$ cat src/rtl/adc_rx_pkg.sv
// Shared FSM encoding, test-pattern constants and default sizing for the ADC receive
// calibration sequencer.
package adc_rx_pkg;

  localparam int unsigned LANES_DEF       = 10;
  localparam int unsigned TAP_W_DEF       = 9;
  localparam int unsigned MAX_TAP_DEF     = 511;
  localparam int unsigned RST_CYC_DEF     = 8;
  localparam int unsigned SETTLE_CYC_DEF  = 16;
  localparam int unsigned CHECK_CYC_DEF   = 64;
  localparam int unsigned MIN_WIN_DEF     = 8;
  localparam int unsigned DEFAULT_TAP_DEF = 0;

  // The ADC test pattern toggles every sample; either phase is acceptable.
  localparam logic [3:0] PAT_A = 4'b1010;
  localparam logic [3:0] PAT_B = 4'b0101;

  typedef enum logic [3:0] {
    StRstHold,
    StRstWait,
    StIdle,
    StLoad,
    StSettle,
    StCheck,
    StNextTap,
    StCenter,
    StNextLane
  } calib_state_e;

  function automatic logic is_pattern(input logic [3:0] word);
    return (word == PAT_A) || (word == PAT_B);
  endfunction

endpackage

$ cat src/rtl/adc_rx_win_track.sv
// Tracks the current run of passing taps and the widest run seen so far for one lane sweep.
module adc_rx_win_track #(
  parameter int unsigned TAP_W = 9
) (
  input  logic             clk_div,
  input  logic             rst,
  input  logic             clear,
  input  logic             step,
  input  logic             tap_good,
  input  logic             last,
  input  logic [TAP_W-1:0] tap,
  output logic [TAP_W-1:0] best_start,
  output logic [TAP_W:0]   best_len
);

  logic [TAP_W-1:0] run_start_q, run_start_d, best_start_q, best_start_d, run_start_ext;
  logic [TAP_W:0]   run_len_q, run_len_d, best_len_q, best_len_d, run_len_ext;

  always_comb begin
    // Run as it stands once this tap's verdict is folded in.
    run_start_ext = (run_len_q == '0) ? tap : run_start_q;
    run_len_ext   = tap_good ? run_len_q + 1'b1 : run_len_q;

    run_start_d  = run_start_q;
    run_len_d    = run_len_q;
    best_start_d = best_start_q;
    best_len_d   = best_len_q;

    if (clear) begin
      run_start_d  = '0;
      run_len_d    = '0;
      best_start_d = '0;
      best_len_d   = '0;
    end else if (step) begin
      if (!tap_good || last) begin
        // Strict compare keeps the earliest of equal-width windows.
        if (run_len_ext > best_len_q) begin
          best_start_d = run_start_ext;
          best_len_d   = run_len_ext;
        end
        run_len_d = '0;
      end else begin
        run_start_d = run_start_ext;
        run_len_d   = run_len_ext;
      end
    end
  end

  always_ff @(posedge clk_div or posedge rst) begin
    if (rst) begin
      run_start_q  <= '0;
      run_len_q    <= '0;
      best_start_q <= '0;
      best_len_q   <= '0;
    end else begin
      run_start_q  <= run_start_d;
      run_len_q    <= run_len_d;
      best_start_q <= best_start_d;
      best_len_q   <= best_len_d;
    end
  end

  assign best_start = best_start_q;
  assign best_len   = best_len_q;

endmodule

$ cat src/rtl/adc_rx_calib_ctrl.sv
// ADC LVDS receive calibration: sequences the IDELAY/ISERDES resets, sweeps every lane's
// IDELAY tap against the alternating test pattern and loads the centre of the widest window.
module adc_rx_calib_ctrl
  import adc_rx_pkg::*;
#(
  parameter int unsigned LANES       = LANES_DEF,
  parameter int unsigned TAP_W       = TAP_W_DEF,
  parameter int unsigned MAX_TAP     = MAX_TAP_DEF,
  parameter int unsigned RST_CYC     = RST_CYC_DEF,
  parameter int unsigned SETTLE_CYC  = SETTLE_CYC_DEF,
  parameter int unsigned CHECK_CYC   = CHECK_CYC_DEF,
  parameter int unsigned MIN_WIN     = MIN_WIN_DEF,
  parameter int unsigned DEFAULT_TAP = DEFAULT_TAP_DEF
) (
  input  logic               clk_div,
  input  logic               rst,
  input  logic               start,
  input  logic [4*LANES-1:0] data,
  output logic               rst_iodelay,
  output logic               rst_serdes,
  output logic [LANES-1:0]   load,
  output logic [TAP_W-1:0]   cntvaluein,
  output logic               busy,
  output logic               done,
  output logic [LANES-1:0]   lane_fail
);

  localparam int unsigned CNT_MAX_A = (RST_CYC > SETTLE_CYC) ? RST_CYC : SETTLE_CYC;
  localparam int unsigned CNT_MAX   = (CNT_MAX_A > CHECK_CYC) ? CNT_MAX_A : CHECK_CYC;
  localparam int unsigned CNT_W     = $clog2(CNT_MAX + 1);
  localparam int unsigned LANE_W    = (LANES > 1) ? $clog2(LANES) : 1;

  calib_state_e state_q, state_d;

  logic [CNT_W-1:0]  cnt_q, cnt_d;
  logic [LANE_W-1:0] lane_q, lane_d;
  logic [TAP_W-1:0]  tap_q, tap_d;
  logic              tap_good_q, tap_good_d;

  logic              rst_hold_q, rst_hold_d;
  logic              busy_q, busy_d;
  logic [LANES-1:0]  load_q, load_d;
  logic [TAP_W-1:0]  cntvaluein_q, cntvaluein_d;
  logic              done_q, done_d;
  logic [LANES-1:0]  lane_fail_q, lane_fail_d;

  logic              trk_clear, trk_step, trk_last;
  logic [TAP_W-1:0]  best_start;
  logic [TAP_W:0]    best_len;
  logic [TAP_W-1:0]  centre;

  logic [LANES-1:0]  smp [4];
  logic [3:0]        word;
  logic              word_pass;

  for (genvar k = 0; k < 4; k++) begin : g_smp
    assign smp[k] = data[k*LANES +: LANES];
  end

  // First sample in the MSB so the pattern reads left to right in time.
  assign word      = {smp[0][lane_q], smp[1][lane_q], smp[2][lane_q], smp[3][lane_q]};
  assign word_pass = is_pattern(word);
  assign trk_last  = (tap_q == TAP_W'(MAX_TAP));
  assign centre    = TAP_W'({1'b0, best_start} + (best_len >> 1));

  adc_rx_win_track #(
    .TAP_W(TAP_W)
  ) u_win_track (
    .clk_div   (clk_div),
    .rst       (rst),
    .clear     (trk_clear),
    .step      (trk_step),
    .tap_good  (tap_good_q),
    .last      (trk_last),
    .tap       (tap_q),
    .best_start(best_start),
    .best_len  (best_len)
  );

  always_comb begin
    state_d      = state_q;
    cnt_d        = cnt_q;
    lane_d       = lane_q;
    tap_d        = tap_q;
    tap_good_d   = tap_good_q;
    trk_clear    = 1'b0;
    trk_step     = 1'b0;
    load_d       = '0;
    cntvaluein_d = cntvaluein_q;
    done_d       = done_q;
    lane_fail_d  = lane_fail_q;

    unique case (state_q)
      StRstHold: begin
        if (cnt_q == CNT_W'(RST_CYC - 1)) begin
          cnt_d   = '0;
          state_d = StRstWait;
        end else begin
          cnt_d = cnt_q + 1'b1;
        end
      end
      StRstWait: begin
        if (cnt_q == CNT_W'(RST_CYC - 1)) begin
          cnt_d   = '0;
          state_d = StIdle;
        end else begin
          cnt_d = cnt_q + 1'b1;
        end
      end
      StIdle: begin
        if (start) begin
          lane_d      = '0;
          tap_d       = '0;
          trk_clear   = 1'b1;
          done_d      = 1'b0;
          lane_fail_d = '0;
          state_d     = StLoad;
        end
      end
      StLoad: begin
        cnt_d   = '0;
        state_d = StSettle;
      end
      StSettle: begin
        if (cnt_q == CNT_W'(SETTLE_CYC - 1)) begin
          cnt_d   = '0;
          state_d = StCheck;
        end else begin
          cnt_d = cnt_q + 1'b1;
        end
      end
      StCheck: begin
        if (!word_pass) begin
          tap_good_d = 1'b0;
          cnt_d      = '0;
          state_d    = StNextTap;
        end else if (cnt_q == CNT_W'(CHECK_CYC - 1)) begin
          tap_good_d = 1'b1;
          cnt_d      = '0;
          state_d    = StNextTap;
        end else begin
          cnt_d = cnt_q + 1'b1;
        end
      end
      StNextTap: begin
        trk_step = 1'b1;
        if (trk_last) begin
          state_d = StCenter;
        end else begin
          tap_d   = tap_q + 1'b1;
          state_d = StLoad;
        end
      end
      StCenter: begin
        // Tracker has closed the final run by now; the centre strobe shows during NEXT_LANE.
        load_d[lane_q] = 1'b1;
        if (best_len >= (TAP_W+1)'(MIN_WIN)) begin
          cntvaluein_d = centre;
        end else begin
          cntvaluein_d        = TAP_W'(DEFAULT_TAP);
          lane_fail_d[lane_q] = 1'b1;
        end
        state_d = StNextLane;
      end
      StNextLane: begin
        if (lane_q == LANE_W'(LANES - 1)) begin
          done_d  = 1'b1;
          state_d = StIdle;
        end else begin
          lane_d    = lane_q + 1'b1;
          tap_d     = '0;
          trk_clear = 1'b1;
          state_d   = StLoad;
        end
      end
      default: state_d = StRstHold;
    endcase

    // Sweep strobe is registered alongside the state so it is high exactly during LOAD.
    if (state_d == StLoad) begin
      load_d[lane_d] = 1'b1;
      cntvaluein_d   = tap_d;
    end
  end

  assign rst_hold_d = (state_d == StRstHold);
  assign busy_d     = (state_d != StIdle);

  always_ff @(posedge clk_div or posedge rst) begin
    if (rst) begin
      state_q      <= StRstHold;
      cnt_q        <= '0;
      lane_q       <= '0;
      tap_q        <= '0;
      tap_good_q   <= 1'b0;
      rst_hold_q   <= 1'b1;
      busy_q       <= 1'b1;
      load_q       <= '0;
      cntvaluein_q <= '0;
      done_q       <= 1'b0;
      lane_fail_q  <= '0;
    end else begin
      state_q      <= state_d;
      cnt_q        <= cnt_d;
      lane_q       <= lane_d;
      tap_q        <= tap_d;
      tap_good_q   <= tap_good_d;
      rst_hold_q   <= rst_hold_d;
      busy_q       <= busy_d;
      load_q       <= load_d;
      cntvaluein_q <= cntvaluein_d;
      done_q       <= done_d;
      lane_fail_q  <= lane_fail_d;
    end
  end

  assign rst_iodelay = rst_hold_q;
  assign rst_serdes  = rst_hold_q;
  assign busy        = busy_q;
  assign load        = load_q;
  assign cntvaluein  = cntvaluein_q;
  assign done        = done_q;
  assign lane_fail   = lane_fail_q;

endmodule

$ cat config.mk
export PLATFORM = sky130hd
export DESIGN_NAME = adc_rx_calib_ctrl
export DESIGN_NICKNAME = d
export VERILOG_FILES = /design/src/rtl/adc_rx_pkg.sv /design/src/rtl/adc_rx_win_track.sv /design/src/rtl/adc_rx_calib_ctrl.sv
export SDC_FILE = /design/constraint.sdc
export NUM_CORES = 1
export LEC_CHECK = 0
export BUFFER_PORTS_ARGS = -buffer_cell sky130_fd_sc_hd__buf_2
export CAP_MARGIN = 5
export CORE_MARGIN = 2
export CORE_UTILIZATION = 50
export CTS_BUF_LIST = sky130_fd_sc_hd__clkbuf_8
export DETAILED_ROUTE_END_ITERATION = 10
export PLACE_DENSITY = 0.71
export SLEW_MARGIN = 20
export SYNTH_ARGS = -nofsm -noshare
export SYNTH_HDL_FRONTEND = slang
export SYNTH_SLANG_ARGS = --single-unit
$ cat constraint.sdc
create_clock -name clk_div -period 3.4 [get_ports clk_div]
set_clock_uncertainty 0.05 [all_clocks]
set_input_delay 0.34 -clock clk_div [delete_from_list [all_inputs] [get_ports clk_div]]
set_output_delay 0.34 -clock clk_div [all_outputs]
set_load 0.005 [all_outputs]
==> flow_summary.rst, run 1 <==
.. list-table::
   :header-rows: 1

   * - Metric
     - Value
   * - Result of the run
     - finished clean
   * - Critical path class
     - register to register
   * - M1 WL
     - 6240 um
   * - I/O Pins
     - 76
   * - Cell area after synthesis
     - about 0.0057 mm2
   * - Share of the yosys chip area belonging to registers
     - roughly 42%
   * - Transition at the pin with the smallest max-transition slack
     - a little over 0.9 ns
   * - Synthesized area per cell
     - approximately 9.3 um2
   * - Kind of cell adding the most delay to the critical path
     - compound AO/OA/AOI/OAI gates
   * - Standard-cell row count
     - 38
   * - Synth Instances
     - slightly above 600
   * - Final count of pins violating max slew
     - 0
   * - Leading cell type in the layout, fill and taps excluded
     - dfrtp_1
   * - First drt pass iteration count
     - 5
   * - Starting density of the core
     - 51.7%
   * - Area growth from synthesis to layout
     - 14.4%
   * - Wire length of the first global-routing pass
     - 23000 um
   * - Power Density
     - 818 mW/mm2
   * - Commonest cells after routing, fill and taps aside
     - 92 x dfrtp_1, 75 x buf_2, 63 x nand2_1
   * - Initial DRC count
     - about 370
   * - Worst-case hold slack
     - 0.0163 ns
   * - DRC
     - 0
   * - Yosys top cell by area
     - dfrtp_1
   * - Top cell type's share of synthesized area
     - 41.2%
   * - Via count
     - around 4900
   * - Period Utilization, post-route
     - a little over nine tenths
   * - Wire length reported by the detailed router
     - around 14000 um
   * - Inserted Clock Buffers
     - 9
   * - Inserted Diodes
     - 0
   * - Clock Latency Late Sink
     - approximately 0.38 ns
   * - Global route overflow
     - 0
   * - Worst Setup End Kind
     - register
   * - Util after Layout
     - 59.2%
   * - Detail Placement HPWL
     - between 10000 and 15000 um
   * - Kind of start point of the critical path
     - register
   * - Number of enable-type register cells in the synthesized netlist
     - 0
   * - Met3 layer wire length in the routed design
     - slightly above 900 um
   * - Hold-fix buffers at CTS
     - 0
   * - # Post-CTS Setup Buffers
     - 0
   * - Residual antenna-violating net count after detailed routing
     - 0
   * - Warnings from Yosys
     - 0
   * - Post-layout minimum cycle time
     - roughly 3.2 ns
   * - Crit path DAT
     - 3.41 ns
   * - RePlAce Congestion
     - 0.947
   * - Max-capacitance violation count
     - 0
   * - Placeable core region
     - around 0.011 mm2
   * - DP Cell Count
     - 814
   * - Clock slew at reported path FFs
     - between 0.1 and 0.15 ns
   * - Worst Path Required
     - roughly 3.6 ns
   * - Horiz. Die Dim
     - 110 um
   * - Floorplan die area
     - about 0.012 mm2
   * - Highest routed metal layer
     - met4
   * - NumNets Final
     - roughly 760
   * - VDD IR max
     - approximately 0.47 mV
   * - TritonCTS sink count
     - 95
   * - Share of flip-flops with an asynchronous set or reset
     - 100%
   * - Worst min-delay path category
     - primary input to async pin
   * - Fraction of final layout cells with drive strength greater than 1
     - ~20%
   * - Cell repeated most along the worst path
     - o21a_1
   * - Most instantiated flip-flop cell in the synthesis netlist
     - dfrtp_1
   * - Number of cells in the finished layout apart from fillers
     - just over 800
   * - Synth Net Count
     - approximately 680
   * - Standby leakage power
     - 3.05 nW
   * - CTS tree
     - yes
   * - Summed negative setup slack over all endpoints
     - 0 ns
   * - Max Freq
     - around 0.31 GHz
   * - Global-route usage over all layers
     - 24.4%
   * - Clock root buffer
     - clkbuf_8
   * - Setup Viol. Count Final
     - 0
   * - Via-per-instance ratio
     - about 5.9
   * - Largest stage delay on the critical path
     - between 0.4 and 0.5 ns
   * - CTS Buffer Depth
     - 2
   * - Synth Register Bits
     - 95
   * - Detail-routed net length per standard cell
     - 17.2 um
   * - Buffers added on ports
     - 75
   * - Largest net degree at the start of global routing
     - 56
   * - Final hold violations
     - 0
   * - Ordered list of cells on the worst path
     - inv_1 -> ha_1 -> nand2_1 -> o21ai_0 -> ha_1 -> nor2b_1 -> o21a_1 -> o21a_1 -> o21a_1 -> o21a_1 -> o21bai_2 -> buf_4 -> a211oi_1 -> a211oi_1
   * - Level count of the clock H-tree
     - 3
   * - Critical path buffer and inverter count
     - 2
   * - Critical-path top delay cell
     - dfrtp_1
   * - Highest net fanout along the worst path
     - 7
   * - Post-CTS Resized
     - 0
   * - Number of library cell types mapped by synthesis
     - 59
   * - Initial antenna violation count
     - 0
   * - Via count of the first global-routing pass
     - 4681
   * - Top post-synthesis cells by area
     - dfrtp_1 41%, ha_1 5.8%, a211oi_1 5.0%
   * - Floorplan die height
     - 110 um
   * - Worst-case headroom to the max-slew limit
     - a little under two fifths
   * - Routed wl met2
     - a little under 7000 um
[layer usage]
| metal | vias up | GRT usage [%] |
|---|---|---|
| met5 | - | 0 |
| met4 | 0 | 8.57 |
| met3 | 24 | 4.00 |
| met2 | 177 | 41.4 |
| met1 | 2335 | 31.7 |
| li1 | 2350 | - |
[synthesized netlist by cell type (2+ instances only)]
master,number
a21o_1,8
inv_1,37
buf_6,3
mux2i_1,23
o21ai_1,3
dfstp_2,2
nor3_1,6
a22o_1,14
nor2_1,45
nor4_1,4
mux2_2,10
ha_1,26
nand3b_1,3
a21oi_1,30
buf_2,13
nor2b_1,10
o21ai_0,33
o31ai_1,5
o22ai_1,2
a22oi_1,10
nand2b_1,4
or3_1,2
nand3_1,19
clkbuf_1,14
a32o_1,4
xnor2_1,16
or2_1,2
a41oi_1,3
o2bb2ai_1,2
o21bai_1,5
a211oi_1,38
nand2_1,63
and2b_1,2
o21a_1,5
nand4_1,7
and3_1,4
a31oi_1,9
dfrtp_1,93
xor2_1,7
[where the power goes]
group          internal, W  switching, W  total, W
clock network     0.000358      0.000456  0.000814
logic              0.00113       0.00145   0.00258
registers          0.00151      0.000383   0.00190
[layout make-up]
cell class / instances / area [um2]
multi-input cells: 443 / 3000
clock inverters: 7 / 83.8
well taps: 140 / 175
inverters: 37 / 141
fillers: 947 / 4460
repair buffers: 99 / 568
flip-flops and latches: 95 / 2380
clock buffers: 9 / 124
[state kept, by name (all words and copies together) (netlist names), 4 cells and up]
| signal | flops |
|---|---|
| u_win_track.run_len_q | 10 |
| u_win_track.best_start | 9 |
| lane_q | 4 |
| cnt_q | 7 |
| load | 10 |
| u_win_track.best_len | 10 |
| cntvaluein | 9 |
| lane_fail | 10 |
| state_q | 4 |
| tap_q | 9 |
| u_win_track.run_start_q | 9 |
[cell families (layout without fill, tap and decap cells)]
logic type                 after synthesis  in the layout  synth area share [%]
and+or+nand+nor                        181            181                  15.6
AOI/OAI and AO/OA                      179            179                  21.3
DFF                                     95             95                  42.1
buffers and inverters                   68            152                  5.27
muxes                                   33             33                  6.06
adders and majority gates               27             27                  6.11
xor gates and xnor gates                23             23                  3.56
[through the flow]
step,total power (W),setup WS (ns),instance area [um2]
after floorplan,0.00367,0.290,5660
after global placement,0.00433,0.259,6250
after detailed placement,0.00444,0.143,6250
after CTS,0.00525,0.104,6460
after global routing,0.00567,-0.0501,6470
final,0.00529,0.206,6470
[final timing paths]
path,from,end,slack [ns],depth (start not counted)
setup / recovery,u_win_track.run_len_q[0],u_win_track.best_len[1],0.21,14
hold / removal,rst,lane_fail[8],0.02,2
hold reg to reg,lane_fail[7],lane_fail[7],0.46,2
max in group asynchronous,rst,u_win_track.run_len_q[5],2.60,3
min in group clk_div,start,lane_fail[9],0.39,5
setup reg to reg,u_win_track.run_len_q[0],u_win_track.best_len[1],0.21,14
(Power assumes the default switching activity.)
==> inputs of run 2 (changes only) <==
==> constraint.sdc (replaced) <==
create_clock -name clk_div -period 3.45 [get_ports clk_div]
set_clock_uncertainty 0.05 [all_clocks]
set_input_delay 0.345 -clock clk_div [delete_from_list [all_inputs] [get_ports clk_div]]
set_output_delay 0.345 -clock clk_div [all_outputs]
set_load 0.005 [all_outputs]
==> run 2 against run 1 <==
Final area shrank 0.70%. Largest cell class unchanged. Non-clock buffer count unchanged. Critical path type unchanged. Final cell count is the same. Sequential share of layout area increased by 0.24 points. Clock power fell by 12%. Sequential power is essentially flat.
==> flow_summary.rst, run 2 (synthesized netlist as in run 1, its figures left out) <==
.. list-table::
   :header-rows: 1

   * - Metric
     - Value
   * - Result of the run
     - finished clean
   * - Placeable core region
     - 0.0109 mm2 (unchanged)
   * - Power Density
     - 787 mW/mm2 (-3.7%)
   * - Final Power
     - 0.00506 W (-4.4%)
   * - Worst Setup End Kind
     - register
   * - Max-capacitance violation count
     - 0 (unchanged)
   * - DP Cell Count
     - 814 (unchanged)
   * - Period Utilization, post-route
     - 90.6% (-3.4 points)
   * - Total cell area at the placement stage
     - 0.00624 mm2 (-0.20%)
   * - Worst min-delay path category
     - primary input to async pin
   * - Clock Latency Late Sink
     - 0.37 ns (about the same)
   * - Wire length reported by the detailed router
     - 13900 um (-2.4%)
   * - NumNets Final
     - 755 (unchanged)
   * - Final count of pins violating max slew
     - 0 (unchanged)
   * - Floorplan die area
     - 0.0122 mm2 (unchanged)
   * - Clock slew at reported path FFs
     - 0.11 ns (about the same)
   * - Post-layout minimum cycle time
     - 3.12 ns (-0.0701 ns)
   * - Via-per-instance ratio
     - 5.89 (unchanged)
   * - Global route overflow
     - 0 (unchanged)
   * - RePlAce Congestion
     - 0.911 (-3.8%)
   * - Largest net degree at the start of global routing
     - 48 (-14%)
   * - Level count of the clock H-tree
     - 3 (unchanged)
   * - RSZ-0062 raised after global routing
     - no
   * - Util after Layout
     - 58.8% (-0.41 points)
   * - Final design instance area without fill
     - 0.00643 mm2 (-0.70%)
   * - Final hold violations
     - 0 (unchanged)
   * - Inserted Diodes
     - 0 (unchanged)
   * - Horiz. Die Dim
     - 110 um (unchanged)
   * - Max Freq
     - 0.320 GHz (+2.2%)
   * - Global-route usage over all layers
     - 23.8% (-0.56 points)
   * - Hold-fix buffers at CTS
     - 0 (unchanged)
   * - Fraction of final layout cells with drive strength greater than 1
     - 19.7% (-0.14 points)
   * - Leading cell type in the layout, fill and taps excluded
     - dfrtp_1
   * - # Post-CTS Setup Buffers
     - 0 (unchanged)
   * - RR Startpoint
     - tap_good_q
   * - Buffers added on ports
     - 75 (unchanged)
   * - Inserted Clock Buffers
     - 9 (unchanged)
   * - Detail Placement HPWL
     - 10200 um (-1.7%)
   * - CTS tree
     - yes
   * - Critical path launch point
     - tap_good_q
   * - Commonest cells after routing, fill and taps aside
     - 93 x dfrtp_1, 75 x buf_2, 63 x nand2_1
   * - VDD IR max
     - 0.451 mV (-3.9%)
   * - Via count
     - 4886 (unchanged)
   * - Worst Path Required
     - 3.67 ns (+0.05 ns)
   * - Via count of the first global-routing pass
     - 4668 (-0.28%)
   * - Floorplan die height
     - 110 um (unchanged)
   * - Clock root buffer
     - clkbuf_8
   * - DRC
     - 0 (unchanged)
   * - Post-CTS Resized
     - 0 (unchanged)
   * - CTS Buffer Depth
     - 2 (unchanged)
   * - Residual antenna-violating net count after detailed routing
     - 0 (unchanged)
   * - First drt pass iteration count
     - 5 (unchanged)
   * - Initial antenna violation count
     - 0 (unchanged)
   * - Starting density of the core
     - 51.7% (unchanged)
   * - Critical path class
     - register to register
   * - Wire length of the first global-routing pass
     - 22600 um (-1.7%)
   * - I/O Pins
     - 76 (unchanged)
   * - Setup Viol. Count Final
     - 0 (unchanged)
   * - Transition at the pin with the smallest max-transition slack
     - 0.853 ns (-0.0749 ns)
   * - Highest net fanout along the worst path
     - 11 (+4)
   * - Standby leakage power
     - 3.02 nW (-0.83%)
   * - Area growth from synthesis to layout
     - 13.7%
   * - Crit path DAT
     - 3.34 ns (-0.07 ns)
   * - Initial DRC count
     - 323 (-12%)
   * - Standard-cell row count
     - 38 (unchanged)
   * - Worst-case headroom to the max-slew limit
     - 43.1% (+5.2 points)
   * - Detail-routed net length per standard cell
     - 16.7 um (-2.4%)
   * - Summed negative setup slack over all endpoints
     - 0 ns (unchanged)
   * - Number of cells in the finished layout apart from fillers
     - 830 (unchanged)
   * - Kind of start point of the critical path
     - register
   * - Count of filler cells inserted in the layout
     - 962 (+1.6%)
   * - TritonCTS sink count
     - 95 (unchanged)
-- run 2: cell types whose count changed in the layout (fill, tap and decap cells not counted), sizes merged --
cell	before	now
clkinv	1	3
bufinv	1	0
inv	42	39
clkinvlp	0	2
-- run 2: report_power, final --
part,total (W),internal (W),switching [W]
clock,0.000716,0.000277,0.000439
combinational,0.00246,0.00109,0.00137
sequential,0.00188,0.00149,0.000389
-- run 2: final timing paths --
kind | to | slack (ns) | depth (start not counted)
max | u_win_track.best_start[6] | 0.33 | 12
min | cntvaluein[6] | 0.05 | 2
max reg2reg | u_win_track.best_start[6] | 0.33 | 12
min reg2reg | lane_fail[8] | 0.46 | 2
max in group asynchronous | u_win_track.run_start_q[5] | 2.44 | 3
min in group clk_div | lane_fail[9] | 0.42 | 5
-- run 2: area by class of cell --
class / instances / area (um2) / share of cell area [%]
clock inverter: 7 / 63.8 / 0.993
sequential: 95 / 2380 / 37.0
timing repair buffer: 99 / 556 / 8.64
multi-input combinational: 443 / 2990 / 46.5
inverter: 37 / 140 / 2.18
tap: 140 / 175 / 2.73
clock buffer: 9 / 124 / 1.93
-- run 2: metal layers --
| metal | wire [um] | share of wire (%) | global-route usage, % |
|---|---|---|---|
| met1 | 6200 | 45 | 31.2 |
| met2 | 6630 | 48 | 41.1 |
| met3 | 883 | 6.4 | 4.00 |
| met4 | 187 | 1.3 | 6.16 |
| met5 | 0 | 0 | 0 |
-- run 2: metrics by stage --
stage	hold WS, ns	worst slack [ns]
final	0.0455	0.326
after global routing	0.121	0.137
after CTS	0.0802	0.186
after detailed placement	0.442	0.227
after global placement	0.428	0.388
after floorplan	0.426	0.340
-- run 2: worst max-delay path, cell delays in order (launching register included) --
cell and delay [ns]:
dfrtp_1 0.56, nand2_1 0.09, nor3_1 0.15, buf_4 0.17, and3_1 0.16, nand3_1 0.09
xnor2_1 0.18, ha_1 0.31, nand4_1 0.15, o311ai_2 0.54, buf_4 0.26, a211oi_1 0.06
a211oi_1 0.25
